### src/rtl/pe_pkg.sv
// Shared types and width helpers for the PE spike-accumulation stage.
package pe_pkg;

    typedef enum logic [0:0] {
        ACCUM = 1'b0,
        FIRE  = 1'b1
    } acc_state_t;

    // Counter / index width; never narrower than one bit.
    function automatic int unsigned cnt_w(input int unsigned n);
        return (n > 1) ? $clog2(n) : 1;
    endfunction

    function automatic int unsigned acc_w(input int unsigned psum_w, input int unsigned num_psum);
        return psum_w + $clog2(num_psum) + 1;
    endfunction

    function automatic int unsigned max_u(input int unsigned a, input int unsigned b);
        return (a > b) ? a : b;
    endfunction

endpackage

### src/rtl/membrane_mem.sv
// Membrane potential store: one combinational read port, one write port,
// synchronous clear-all and asynchronous reset.
module membrane_mem
    import pe_pkg::*;
#(
    parameter int unsigned NUM_OUT   = 4,
    parameter int unsigned POT_WIDTH = 12,
    localparam int unsigned IW       = cnt_w(NUM_OUT)
) (
    input  logic                 clk,
    input  logic                 rst_n,
    input  logic [IW-1:0]        rd_addr,
    output logic [POT_WIDTH-1:0] rd_data,
    input  logic                 wr_en,
    input  logic [IW-1:0]        wr_addr,
    input  logic [POT_WIDTH-1:0] wr_data,
    input  logic                 clr
);

    logic [POT_WIDTH-1:0] mem [NUM_OUT];

    always_ff @(posedge clk or negedge rst_n) begin
        if (!rst_n) begin
            for (int unsigned i = 0; i < NUM_OUT; i++) begin
                mem[i] <= '0;
            end
        end else if (clr) begin
            for (int unsigned i = 0; i < NUM_OUT; i++) begin
                mem[i] <= '0;
            end
        end else if (wr_en) begin
            mem[wr_addr] <= wr_data;
        end
    end

    assign rd_data = mem[rd_addr];

endmodule

### src/rtl/spike_accumulator.sv
// Collects NUM_PSUM partial sums per neuron, integrates them into the membrane
// potential and fires with subtract-on-fire; potentials clear every NUM_TS timesteps.
module spike_accumulator
    import pe_pkg::*;
#(
    parameter int unsigned PSUM_WIDTH = 8,
    parameter int unsigned POT_WIDTH  = 12,
    parameter int unsigned NUM_PSUM   = 3,
    parameter int unsigned NUM_OUT    = 4,
    parameter int unsigned NUM_TS     = 2,
    parameter int unsigned THRESHOLD  = 64
) (
    input  logic                        clk,
    input  logic                        rst_n,
    input  logic                        in_valid,
    output logic                        in_ready,
    input  logic [PSUM_WIDTH-1:0]       in_psum,
    output logic                        out_valid,
    input  logic                        out_ready,
    output logic                        out_spike,
    output logic [cnt_w(NUM_OUT)-1:0]   out_idx,
    output logic                        ts_done,
    output logic                        all_done
);

    localparam int unsigned IW = cnt_w(NUM_OUT);
    localparam int unsigned PW = cnt_w(NUM_PSUM);
    localparam int unsigned TW = cnt_w(NUM_TS);
    localparam int unsigned AW = acc_w(PSUM_WIDTH, NUM_PSUM);
    // Sum is widened past POT_WIDTH+1 when acc is wider, so saturation still
    // sees the true total for small POT_WIDTH configurations.
    localparam int unsigned SW = max_u(AW, POT_WIDTH) + 1;

    localparam logic [POT_WIDTH-1:0] POT_MAX = '1;
    localparam logic [POT_WIDTH-1:0] THR     = POT_WIDTH'(THRESHOLD);

    acc_state_t state, state_nxt;

    logic [AW-1:0]        acc;
    logic [PW-1:0]        psum_cnt;
    logic [IW-1:0]        neu_cnt;
    logic [TW-1:0]        ts_cnt;

    logic                 beat, last_beat, take, last_neu, last_ts;
    logic [SW-1:0]        pot_sum;
    logic [POT_WIDTH-1:0] pot, mem_rd, mem_wr;
    logic                 fire;

    assign in_ready  = (state == ACCUM);
    assign out_valid = (state == FIRE);

    assign beat      = in_valid && (state == ACCUM);
    assign last_beat = beat && (psum_cnt == PW'(NUM_PSUM - 1));
    assign take      = (state == FIRE) && out_ready;
    assign last_neu  = (neu_cnt == IW'(NUM_OUT - 1));
    assign last_ts   = (ts_cnt == TW'(NUM_TS - 1));

    always_comb begin
        pot_sum = SW'(mem_rd) + SW'(acc) + SW'(in_psum);
        pot     = (pot_sum > SW'(POT_MAX)) ? POT_MAX : pot_sum[POT_WIDTH-1:0];
        fire    = (pot >= THR);
        mem_wr  = fire ? (pot - THR) : pot;
    end

    always_ff @(posedge clk or negedge rst_n) begin
        if (!rst_n) begin
            state <= ACCUM;
        end else begin
            state <= state_nxt;
        end
    end

    always_comb begin
        state_nxt = state;
        case (state)
            ACCUM:   if (last_beat) state_nxt = FIRE;
            FIRE:    if (out_ready) state_nxt = ACCUM;
            default: state_nxt = ACCUM;
        endcase
    end

    always_ff @(posedge clk or negedge rst_n) begin
        if (!rst_n) begin
            acc       <= '0;
            psum_cnt  <= '0;
            neu_cnt   <= '0;
            ts_cnt    <= '0;
            out_spike <= 1'b0;
            out_idx   <= '0;
            ts_done   <= 1'b0;
            all_done  <= 1'b0;
        end else begin
            ts_done  <= 1'b0;
            all_done <= 1'b0;
            if (beat) begin
                acc      <= acc + AW'(in_psum);
                psum_cnt <= psum_cnt + 1'b1;
            end
            if (last_beat) begin
                out_spike <= fire;
                out_idx   <= neu_cnt;
            end
            if (take) begin
                acc      <= '0;
                psum_cnt <= '0;
                if (last_neu) begin
                    neu_cnt <= '0;
                    ts_done <= 1'b1;
                    if (last_ts) begin
                        ts_cnt   <= '0;
                        all_done <= 1'b1;
                    end else begin
                        ts_cnt <= ts_cnt + 1'b1;
                    end
                end else begin
                    neu_cnt <= neu_cnt + 1'b1;
                end
            end
        end
    end

    membrane_mem #(
        .NUM_OUT   (NUM_OUT),
        .POT_WIDTH (POT_WIDTH)
    ) u_mem (
        .clk     (clk),
        .rst_n   (rst_n),
        .rd_addr (neu_cnt),
        .rd_data (mem_rd),
        .wr_en   (last_beat),
        .wr_addr (neu_cnt),
        .wr_data (mem_wr),
        .clr     (take && last_neu && last_ts)
    );

endmodule

### config.mk
export PLATFORM = sky130hd
export DESIGN_NAME = spike_accumulator
export DESIGN_NICKNAME = d
export VERILOG_FILES = /design/src/rtl/pe_pkg.sv /design/src/rtl/membrane_mem.sv /design/src/rtl/spike_accumulator.sv
export SDC_FILE = /design/constraint.sdc
export NUM_CORES = 1
export LEC_CHECK = 0
export ABC_CLOCK_PERIOD_IN_PS = 8150
export BUFFER_PORTS_ARGS = -buffer_cell sky130_fd_sc_hd__buf_4
export CORE_UTILIZATION = 35
export DETAILED_ROUTE_END_ITERATION = 16
export PLACE_DENSITY = 0.51
export SETUP_SLACK_MARGIN = 0.1
export SLEW_MARGIN = 30
export SYNTH_ARGS = -nofsm -noshare
export SYNTH_HDL_FRONTEND = slang
export SYNTH_HIERARCHICAL = 1
export SYNTH_SLANG_ARGS = --single-unit
### constraint.sdc
create_clock -name clk -period 8.15 [get_ports clk]
set_input_delay 0.815 -clock clk [delete_from_list [all_inputs] [get_ports clk]]
set_output_delay 0.815 -clock clk [all_outputs]
set_load 0.005 [all_outputs]
==> results of run 1 <==
==> layout make-up <==
class                      instances  area [sq um]  area share, %
sequential                        70          1750           33.0
inverter                          21          78.8           1.48
multi-input combinational        334          2800           52.7
clock inverter                     3          42.5          0.801
tap                              172           215           4.05
timing repair buffer              20           158           2.97
clock buffer                      12           267           5.02
==> cells in the final DEF (no fill, tap or decap), types with 2 or more instances in the layout <==
master     netlist  layout
xor2_1           6       6
nand4b_1         2       2
nand2_1         30      30
nor2_1          13      13
dfrtp_1         70      70
mux4_2          12      12
and2_1           3       2
mux2_2           2       2
a211oi_1         3       3
o211ai_1         2       2
clkbuf_16        0       9
nor2b_1          2       2
and3_1           4       4
o21a_1           2       2
o31ai_1          2       2
buf_6            1       2
nand3b_1         3       3
o2111ai_1        2       2
buf_4            3      18
xnor2_1          6       6
fa_1            10      10
nor3b_1          3       3
nand2b_1        66      66
a21oi_1         10      10
o2111ai_2        2       2
nand3_1          7       6
mux2i_1         52      52
nor3_1           4       4
o21ai_0         25      25
a21o_1           9       9
or3_1            2       2
clkbuf_8         0       3
ha_1            26      26
inv_1           21      21
==> cell families after synthesis <==
group,count (synthesis),synth area share [%]
AOI/OAI and AO/OA,70,10.2
xor gates and xnor gates,12,2.24
adders and majority gates,36,11.2
buffers and inverters,36,3.35
DFF,70,37.3
muxes,66,17.3
and+or+nand+nor,150,18.5
==> worst max-delay path: stages, from the launching register on <==
cell	delay (ns)
dfrtp_1	0.99
mux4_2	0.47
fa_1	0.48
ha_1	0.40
a21o_1	0.23
a31o_1	0.25
nor3b_1	0.27
o31a_1	0.40
nand2b_1	0.17
ha_1	0.21
nor4bb_1	0.13
o2111ai_1	0.13
nand3_1	0.23
o311ai_1	0.29
o211ai_1	0.14
nand2b_1	0.17
mux2i_1	0.09
==> registers in the layout, summed over array words and instances, names as in the netlist <==
register / cells
acc: 11
all_done: 1
last_ts: 1
neu_cnt: 2
out_idx: 2
out_spike: 1
out_valid: 1
psum_cnt: 2
ts_done: 1
u_mem/mem: 48
==> worst paths after layout <==
kind / startpoint / end / slack [ns]
max: neu_cnt[1] / u_mem/mem[9] / 2.96
min: rst_n / acc[7] / 0.47
max reg2reg: neu_cnt[1] / u_mem/mem[9] / 2.96
min reg2reg: last_ts / last_ts / 0.48
max in group asynchronous: rst_n / u_mem/mem[5] / 7.20
min in group clk: last_ts / last_ts / 0.48
==> per-layer routing <==
metal  routed length [microns]  global-route usage (%)  vias to the layer above  share of wire [%]
li1                          -                       -                     1602                  -
met1                      5490                    24.8                     1636                 49
met2                      5000                    26.0                       60                 45
met3                       400                    3.00                       15                3.6
met4                       245                    7.37                        0                2.2
met5                         0                       0                        -                  0
==> metrics by stage <==
| stage | std cells | instance area, sq um |
|---|---|---|
| after floorplan | 440 | 4700 |
| after global placement | 616 | 4980 |
| after detailed placement | 617 | 5000 |
| after CTS | 632 | 5310 |
| after global routing | 632 | 5310 |
| final | 632 | 5310 |
==> reports/metrics.cfg, run 1 <==
[timing]
period_share_pct=63.7
fin_hold_ws_ns=0.469
slew_viol_final=0
tightest_slew_ns=0.980
finalHoldViolCount=0
setup_slack_ns=2.96
tns_ns=0
fmax_mhz=193
fin_skew_ns=0.00879
layout_min_cycle_time_ns=5.19
relSlewSlack_pct=34.7
rsz0062_at_grt=no
setup_viol=0

[route]
dr.pass1.iters=4
drc=0
routedWlPerCell_microns=17.6
wl_mm=11.1
routed_via_density=5.24
ant_nets=0
vias=3313
drt_iter0_drc=142

[worst_setup_path]
arrival_ns=5.39
cp_max_fo=21
endpoint_kind=flop
worstRegToRegCells=16
cp.required_ns=8.35
critPathKind=flop to flop
cp-start-kind=flop

[hold_path]
worst_hold_path_type=input port to asynchronous set/reset pin

[die]
initial_core_util_pct=36.5
core_sq_um=12900
dieArea_sq_um=13900
dieWidth_microns=118
die_h_microns=118
boundaryPins=19
num_rows=41

[clock_network]
post_cts_resized=0
cts_buffers=9
cts_tree=built
path_clk_slew_ns=0.06
cts.sinks=70
htreeDepth=3
cts-root-buf=clkbuf_16
cts_setup_buffers=0
hold_buffers=0
clk_latency_ns=0.34
cts_buffer_depth=2

[synth]
yosysTopAreaCellShare_pct=37.3
synth_area_leader_cell=dfrtp_1
ys_types=59
seq_area_frac_synth_pct=37.3
yosysMostFrequentCell=dfrtp_1
synth_nets=488
yosys_warnings=6
async_reset_ff_share_pct=100
synth-edff-count=0
syn_avg_cell_area_sq_um=10.7
synth_common_cells=70 x dfrtp_1, 66 x nand2b_1, 52 x mux2i_1, 30 x nand2_1, 26 x ha_1
syn_inst=440
synth-seq-cells=70
synth-main-ff-cell=dfrtp_1
syn_area_sq_um=4700
synth_area_leaders=dfrtp_1 37%, mux2i_1 11%, nand2b_1 8.8%

[placement]
io_buffers=18
dp_slack_ns=2.98
dp_hpwl_mm=7.91
gp_congestion=0.842

[global_route]
grt_usage_pct=17.4
grt_max_degree=71
grt_antenna_before_repair=0
first_global_vias=3374
overflow=0
grt_pass1_wl_mm=18.7

[cells_and_area]
insertedDiodeCount=0
layout-drive-gt1-share_pct=13.0
n_fill_cell=1266
area_growth_pct=13.0
finish.utilization_pct=41.2
nNetsFinal=504

[run]
max-cap-violations=0

[status]
status=complete, no violations

Power of run 1 is not shown: default switching activity piles up to over one toggle a cycle in this logic, so the estimate is an artifact.
==> inputs of run 2 (changes only) <==
--- a/config.mk
+++ b/config.mk
@@ -5,7 +5,8 @@
 export SDC_FILE = /design/constraint.sdc
 export NUM_CORES = 1
 export LEC_CHECK = 0
-export ABC_CLOCK_PERIOD_IN_PS = 8150
+export ABC_AREA = 1
+export ABC_CLOCK_PERIOD_IN_PS = 4960
 export BUFFER_PORTS_ARGS = -buffer_cell sky130_fd_sc_hd__buf_4
 export CORE_UTILIZATION = 35
 export DETAILED_ROUTE_END_ITERATION = 16
==> constraint.sdc (replaced) <==
create_clock -name clk -period 4.96 [get_ports clk]
set_input_delay 0.496 -clock clk [delete_from_list [all_inputs] [get_ports clk]]
set_output_delay 0.496 -clock clk [all_outputs]
set_load 0.005 [all_outputs]
==> reports/metrics.cfg, run 2 <==
[worst_setup_path]
crit_top_cell=nand2_1
cp-start-kind=flop  ; unchanged
cp.required_ns=5.24  ; was 8.35 ns
cp_max_fo=12  ; was 21
critPathKind=flop to flop  ; unchanged
slowest_stage=dfrtp_2  ; was dfrtp_1
endpoint_kind=flop  ; unchanged
slowest_delay_ns=0.51  ; was 0.99 ns
arrival_ns=4.59  ; was 5.39 ns

[global_route]
overflow=0  ; unchanged
grt_pass1_wl_mm=21.9  ; was 18.7 mm
grt_usage_pct=19.8  ; was 17.4%
grt_antenna_before_repair=0  ; unchanged
first_global_vias=4264  ; was 3,374
grt_max_degree=71  ; unchanged

[hold_path]
worst_hold_path_type=input port to asynchronous set/reset pin  ; unchanged

[route]
wl_mm=13.3  ; was 11.1 mm
ant_nets=0  ; unchanged
dr.pass1.iters=7  ; was 4
routedWlPerCell_microns=14.7  ; was 17.6 microns
routed_via_density=4.79  ; was 5.24
drt_iter0_drc=240  ; was 142
drc=0  ; unchanged
vias=4313  ; was 3,313

[die]
dieWidth_microns=121  ; was 118 microns
dieArea_sq_um=14700  ; was 13,900 sq um
initial_core_util_pct=35.9  ; was 36.5%
num_rows=43  ; was 41
boundaryPins=19  ; unchanged
core_sq_um=13900  ; was 12,900 sq um
die_h_microns=121  ; was 118 microns

[synth]
synth-seq-cells=70  ; unchanged
syn_inst=703  ; was 440
ys_types=38  ; was 59
yosysTopAreaCellShare_pct=35.2  ; was 37.3%
async_reset_ff_share_pct=100  ; unchanged
synth_area_leader_cell=dfrtp_1  ; unchanged
synth_nets=751  ; was 488
seq_area_frac_synth_pct=35.2  ; was 37.3%
syn_avg_cell_area_sq_um=7.08  ; was 10.7 sq um
syn_area_sq_um=4980  ; was 4700 sq um
synth-edff-count=0  ; unchanged
yosysMostFrequentCell=nand2_1  ; was dfrtp_1
synth-main-ff-cell=dfrtp_1  ; unchanged
synth_area_leaders=dfrtp_1 35%, nand2_1 18%, nand3_1 8.0%  ; was dfrtp_1 37%, mux2i_1 11%, nand2b_1 8.8%
synth_common_cells=243 x nand2_1, 97 x inv_1, 80 x nand3_1, 70 x dfrtp_1, 56 x nor2_1  ; was 70 x dfrtp_1, 66 x nand2b_1, 52 x mux2i_1, 30 x nand2_1, 26 x ha_1
yosys_warnings=6  ; unchanged

[timing]
fmax_mhz=232  ; was 193 MHz
tns_ns=0  ; unchanged
tightest_slew_ns=0.752  ; was 0.980 ns
layout_min_cycle_time_ns=4.31  ; was 5.19 ns
fin_skew_ns=0.0125  ; was 0.00879 ns
slew_viol_final=0  ; unchanged
relSlewSlack_pct=49.8  ; was 34.7%
setup_viol=0  ; unchanged
finalHoldViolCount=0  ; unchanged
period_share_pct=86.8  ; was 63.7%
rsz0062_at_grt=no  ; unchanged

[cells_and_area]
regMostFlops=u_mem/mem  ; unchanged
insertedDiodeCount=0  ; unchanged
reg_top3=u_mem/mem: 48 flops, acc: 11 flops  ; unchanged
largest_reg_flops=48  ; unchanged
layout-drive-gt1-share_pct=10.8  ; was 13.0%
nNetsFinal=763  ; was 504
n_fill_cell=1450  ; was 1,266
mostFrequentLayoutCells=243 x nand2_1, 96 x inv_1, 80 x nand3_1  ; was 70 x dfrtp_1, 66 x nand2b_1, 52 x mux2i_1
area_growth_pct=12.8  ; was 13.0%
final_common_cell=nand2_1  ; was dfrtp_1

[clock_network]
cts_tree=built  ; unchanged
path_clk_slew_ns=0.07  ; was 0.06 ns
hold_buffers=0  ; unchanged
cts_buffer_depth=2  ; unchanged
cts_buffers=9  ; unchanged
clk_latency_ns=0.35  ; was 0.34 ns
cts-root-buf=clkbuf_16  ; unchanged
cts.sinks=70  ; unchanged
htreeDepth=3  ; unchanged

[run]
max-cap-violations=0  ; unchanged

[placement]
io_buffers=18  ; unchanged
gp_congestion=0.838  ; was 0.842
dp_hpwl_mm=9.46  ; was 7.91 mm

[status]
status=complete, no violations  ; unchanged

## run 2: cell count changes after synthesis, sizes merged, moves of 9 or more
| cell | previous run | this run |
|---|---|---|
| nand2 | 30 | 250 |
| inv | 21 | 103 |
| nand3 | 7 | 84 |
| nand2b | 66 | 0 |
| mux2i | 52 | 1 |
| nor2 | 13 | 61 |
| mux4 | 12 | 0 |
| or2 | 1 | 13 |
| buf | 8 | 19 |
| o21ai | 25 | 14 |
| a21o | 9 | 0 |
| nand4 | 0 | 9 |
## run 2: cell type report
type / instances / area (sq um) / share of cell area, %
timing repair inverter: 1 / 7.51 / 0.134
timing repair buffer: 22 / 181 / 3.23
tap: 180 / 225 / 4.01
multi-input combinational: 506 / 2710 / 48.3
sequential: 70 / 1750 / 31.2
clock buffer: 11 / 233 / 4.14
clock inverter: 5 / 106 / 1.89
inverter: 105 / 398 / 7.08
## run 2: worst paths after layout
kind / slack (ns) / to / startpoint / cells past startpoint
worst max-delay path: 0.65 / u_mem/mem[46] / neu_cnt[1] / 28
worst min-delay path: 0.14 / u_mem/mem[24] / rst_n / 1
worst max register to register: 0.65 / u_mem/mem[46] / neu_cnt[1] / 28
worst min register to register: 0.47 / last_ts / last_ts / 1
max in group asynchronous: 4.31 / neu_cnt[1] / rst_n / 1
min in group clk: 0.37 / out_valid / out_ready / 2
## run 2: repair_timing
| item | in CTS | in global routing |
|---|---|---|
| setup buffers | 0 | 1 |
| gates resized for setup | 0 | 3 |
| setup endpoints to repair | 0 | 24 |
## run 2: cell families after synthesis
group,Yosys count,share of synthesized area (%)
DFF,70,35.2
adders and majority gates,36,10.6
AOI/OAI and AO/OA,37,4.42
and+or+nand+nor,423,37.7
muxes,1,0.201
buffers and inverters,127,10.4
xor gates and xnor gates,9,1.58
## run 2: per-stage QoR
stage	setup slack, ns	instance area [sq um]	hold slack, ns	util [%]	std cells
after CTS	0.329	5590	0.323	40.3	898
after floorplan	1.24	4980	0.200	-	703
after global routing	0.227	5620	0.205	40.5	900
after detailed placement	0.367	5260	0.463	37.9	882
after global placement	0.490	5250	0.457	37.8	882
final	0.654	5620	0.145	40.5	900
## run 2: per-layer routing
layer / up-vias / track usage (%) / wire [microns]
met1: 1982 / 25.7 / 6220
met2: 94 / 31.4 / 5990
li1: 2212 / - / -
met4: 0 / 10.1 / 512
met5: - / 0 / 0
met3: 25 / 3.43 / 547
## run 2: worst max-delay path, delay by kind of cell, from the launching register on
kind | cells | cell delay [ns]
flip-flops | 1 | 0.51
AO/OA/AOI/OAI | 1 | 0.14
adder cells (fa/ha/maj) | 4 | 1.19
AND/OR/NAND/NOR | 15 | 1.59
buffers and inverters | 8 | 0.78
Power of run 2 is left out for the same reason.
==> inputs of run 3 (changes only) <==
--- a/config.mk
+++ b/config.mk
@@ -9,6 +9,7 @@
 export ABC_CLOCK_PERIOD_IN_PS = 4960
 export BUFFER_PORTS_ARGS = -buffer_cell sky130_fd_sc_hd__buf_4
 export CORE_UTILIZATION = 35
+export CTS_BUF_LIST = sky130_fd_sc_hd__clkbuf_8
 export DETAILED_ROUTE_END_ITERATION = 16
 export PLACE_DENSITY = 0.51
 export SETUP_SLACK_MARGIN = 0.1
==> reports/metrics.cfg, run 3 (synthesis results as in run 2) <==
[status]
status=complete, no violations  ; unchanged

[global_route]
first_global_vias=4224  ; was 4,264
grt_pass1_wl_mm=21.8  ; was 21.9 mm
grt_max_degree=71  ; unchanged
grt_usage_pct=19.7  ; was 19.8%
grt_antenna_before_repair=0  ; unchanged
overflow=0  ; unchanged

[clock_network]
cts_buffer_depth=2  ; unchanged
path_clk_slew_ns=0.09  ; was 0.07 ns
cts-root-buf=clkbuf_8  ; was clkbuf_16
htreeDepth=3  ; unchanged
clk_latency_ns=0.37  ; was 0.35 ns
cts_tree=built  ; unchanged
cts.sinks=70  ; unchanged
cts_buffers=9  ; unchanged

[cells_and_area]
layout-drive-gt1-share_pct=10.8  ; unchanged
nNetsFinal=763  ; unchanged
multi_input_area_sq_um=2710  ; unchanged
mostFrequentLayoutCells=243 x nand2_1, 98 x inv_1, 80 x nand3_1  ; was 243 x nand2_1, 96 x inv_1, 80 x nand3_1
n_fill_cell=1461  ; was 1,450
seq_area_sq_um=1750  ; unchanged
largest_reg_flops=48  ; unchanged
regMostFlops=u_mem/mem  ; unchanged
insertedDiodeCount=0  ; unchanged
final_common_cell=nand2_1  ; unchanged
area_growth_pct=10.8  ; was 12.8%
reg_top3=u_mem/mem: 48 flops, acc: 11 flops  ; unchanged

[worst_setup_path]
critPathKind=flop to flop  ; unchanged
cpLargestDelayFamily=simple AND/OR/NAND/NOR gates  ; unchanged
arrival_ns=4.63  ; was 4.59 ns
cp-start-kind=flop  ; unchanged
endpoint_kind=flop  ; unchanged
cp_max_fo=12  ; unchanged
crit_top_cell=nand2_1  ; unchanged
cp.required_ns=5.27  ; was 5.24 ns
slowest_delay_ns=0.51  ; about the same
worstRegToRegCells=28  ; unchanged
cp_num_buf_inv=8  ; unchanged
slowest_stage=dfrtp_2  ; unchanged
worst-path-stages=28  ; unchanged

[route]
drt_iter0_drc=255  ; was 240
dr.pass1.iters=5  ; was 7
wl_mm=13.3  ; about the same
routedWlPerCell_microns=14.8  ; was 14.7 microns
ant_nets=0  ; unchanged
routed_via_density=4.79  ; about the same
drc=0  ; unchanged
vias=4312  ; was 4,313

[timing]
tns_ns=0  ; unchanged
setup_viol=0  ; unchanged
finalHoldViolCount=0  ; unchanged
fin_skew_ns=0.0143  ; was 0.0125 ns
period_share_pct=87.1  ; was 86.8%
layout_min_cycle_time_ns=4.32  ; was 4.31 ns
slew_viol_final=0  ; unchanged
relSlewSlack_pct=49.1  ; was 49.8%
fmax_mhz=231  ; was 232 MHz
tightest_slew_ns=0.761  ; was 0.752 ns
rsz0062_at_grt=no  ; unchanged

[die]
core_sq_um=13900  ; unchanged
dieWidth_microns=121  ; unchanged
dieArea_sq_um=14700  ; unchanged
boundaryPins=19  ; unchanged
die_h_microns=121  ; unchanged
num_rows=43  ; unchanged
initial_core_util_pct=35.9  ; unchanged

[run]
max-cap-violations=0  ; unchanged

[placement]
io_buffers=18  ; unchanged
gp_congestion=0.838  ; unchanged
dp_hpwl_mm=9.46  ; unchanged

[hold_path]
worst_hold_path_type=input port to asynchronous set/reset pin  ; unchanged

[run 3: changes by cell type in the layout (fill, tap and decap cells not counted)]
cell / change
clkbuf_16: -9
clkbuf_8: +9
clkbuf_1: -2
inv_1: +2
[run 3: final timing paths]
check	to	from	slack [ns]
worst max-delay path	u_mem/mem[46]	neu_cnt[1]	0.64
worst min-delay path	u_mem/mem[24]	rst_n	0.12
worst max register to register	u_mem/mem[46]	neu_cnt[1]	0.64
worst min register to register	last_ts	last_ts	0.47
max in group asynchronous	neu_cnt[1]	rst_n	4.34
min in group clk	out_valid	out_ready	0.34
[run 3: metrics by stage]
step                      std cells  utilization [%]  setup slack [ns]  hold WS (ns)  instance area, sq um
after floorplan                 703                -              1.24         0.200                  4980
after global placement          882             37.8             0.490         0.457                  5250
after detailed placement        882             37.9             0.367         0.463                  5260
after CTS                       898             39.6             0.322         0.284                  5490
after global routing            900             39.7             0.210         0.166                  5520
final                           900             39.7             0.640         0.118                  5520
[run 3: metal layers]
layer	up-vias	part of all wire [%]	GRT usage (%)
li1	2204	-	-
met1	1991	48	25.8
met5	-	0	0
met4	0	3.8	9.88
met3	23	3.8	3.20
met2	94	44	31.2
[run 3: final cells by class]
| class | instances | share of cell area, % |
|---|---|---|
| Timing Repair inverter | 1 | 0.136 |
| Clock inverter | 7 | 2.06 |
| Multi-Input combinational cell | 506 | 49.2 |
| Sequential cell | 70 | 31.8 |
| Inverter | 105 | 7.21 |
| Timing Repair Buffer | 22 | 3.29 |
| Clock buffer | 9 | 2.25 |
| Tap cell | 180 | 4.08 |
[run 3: timing repair]
action,4_1_cts,5_1_grt
hold buffers,0,0
setup buffers,0,1
endpoints found under the setup margin,0,24
resized for setup,0,3
Power of run 3 is left out for the same reason.
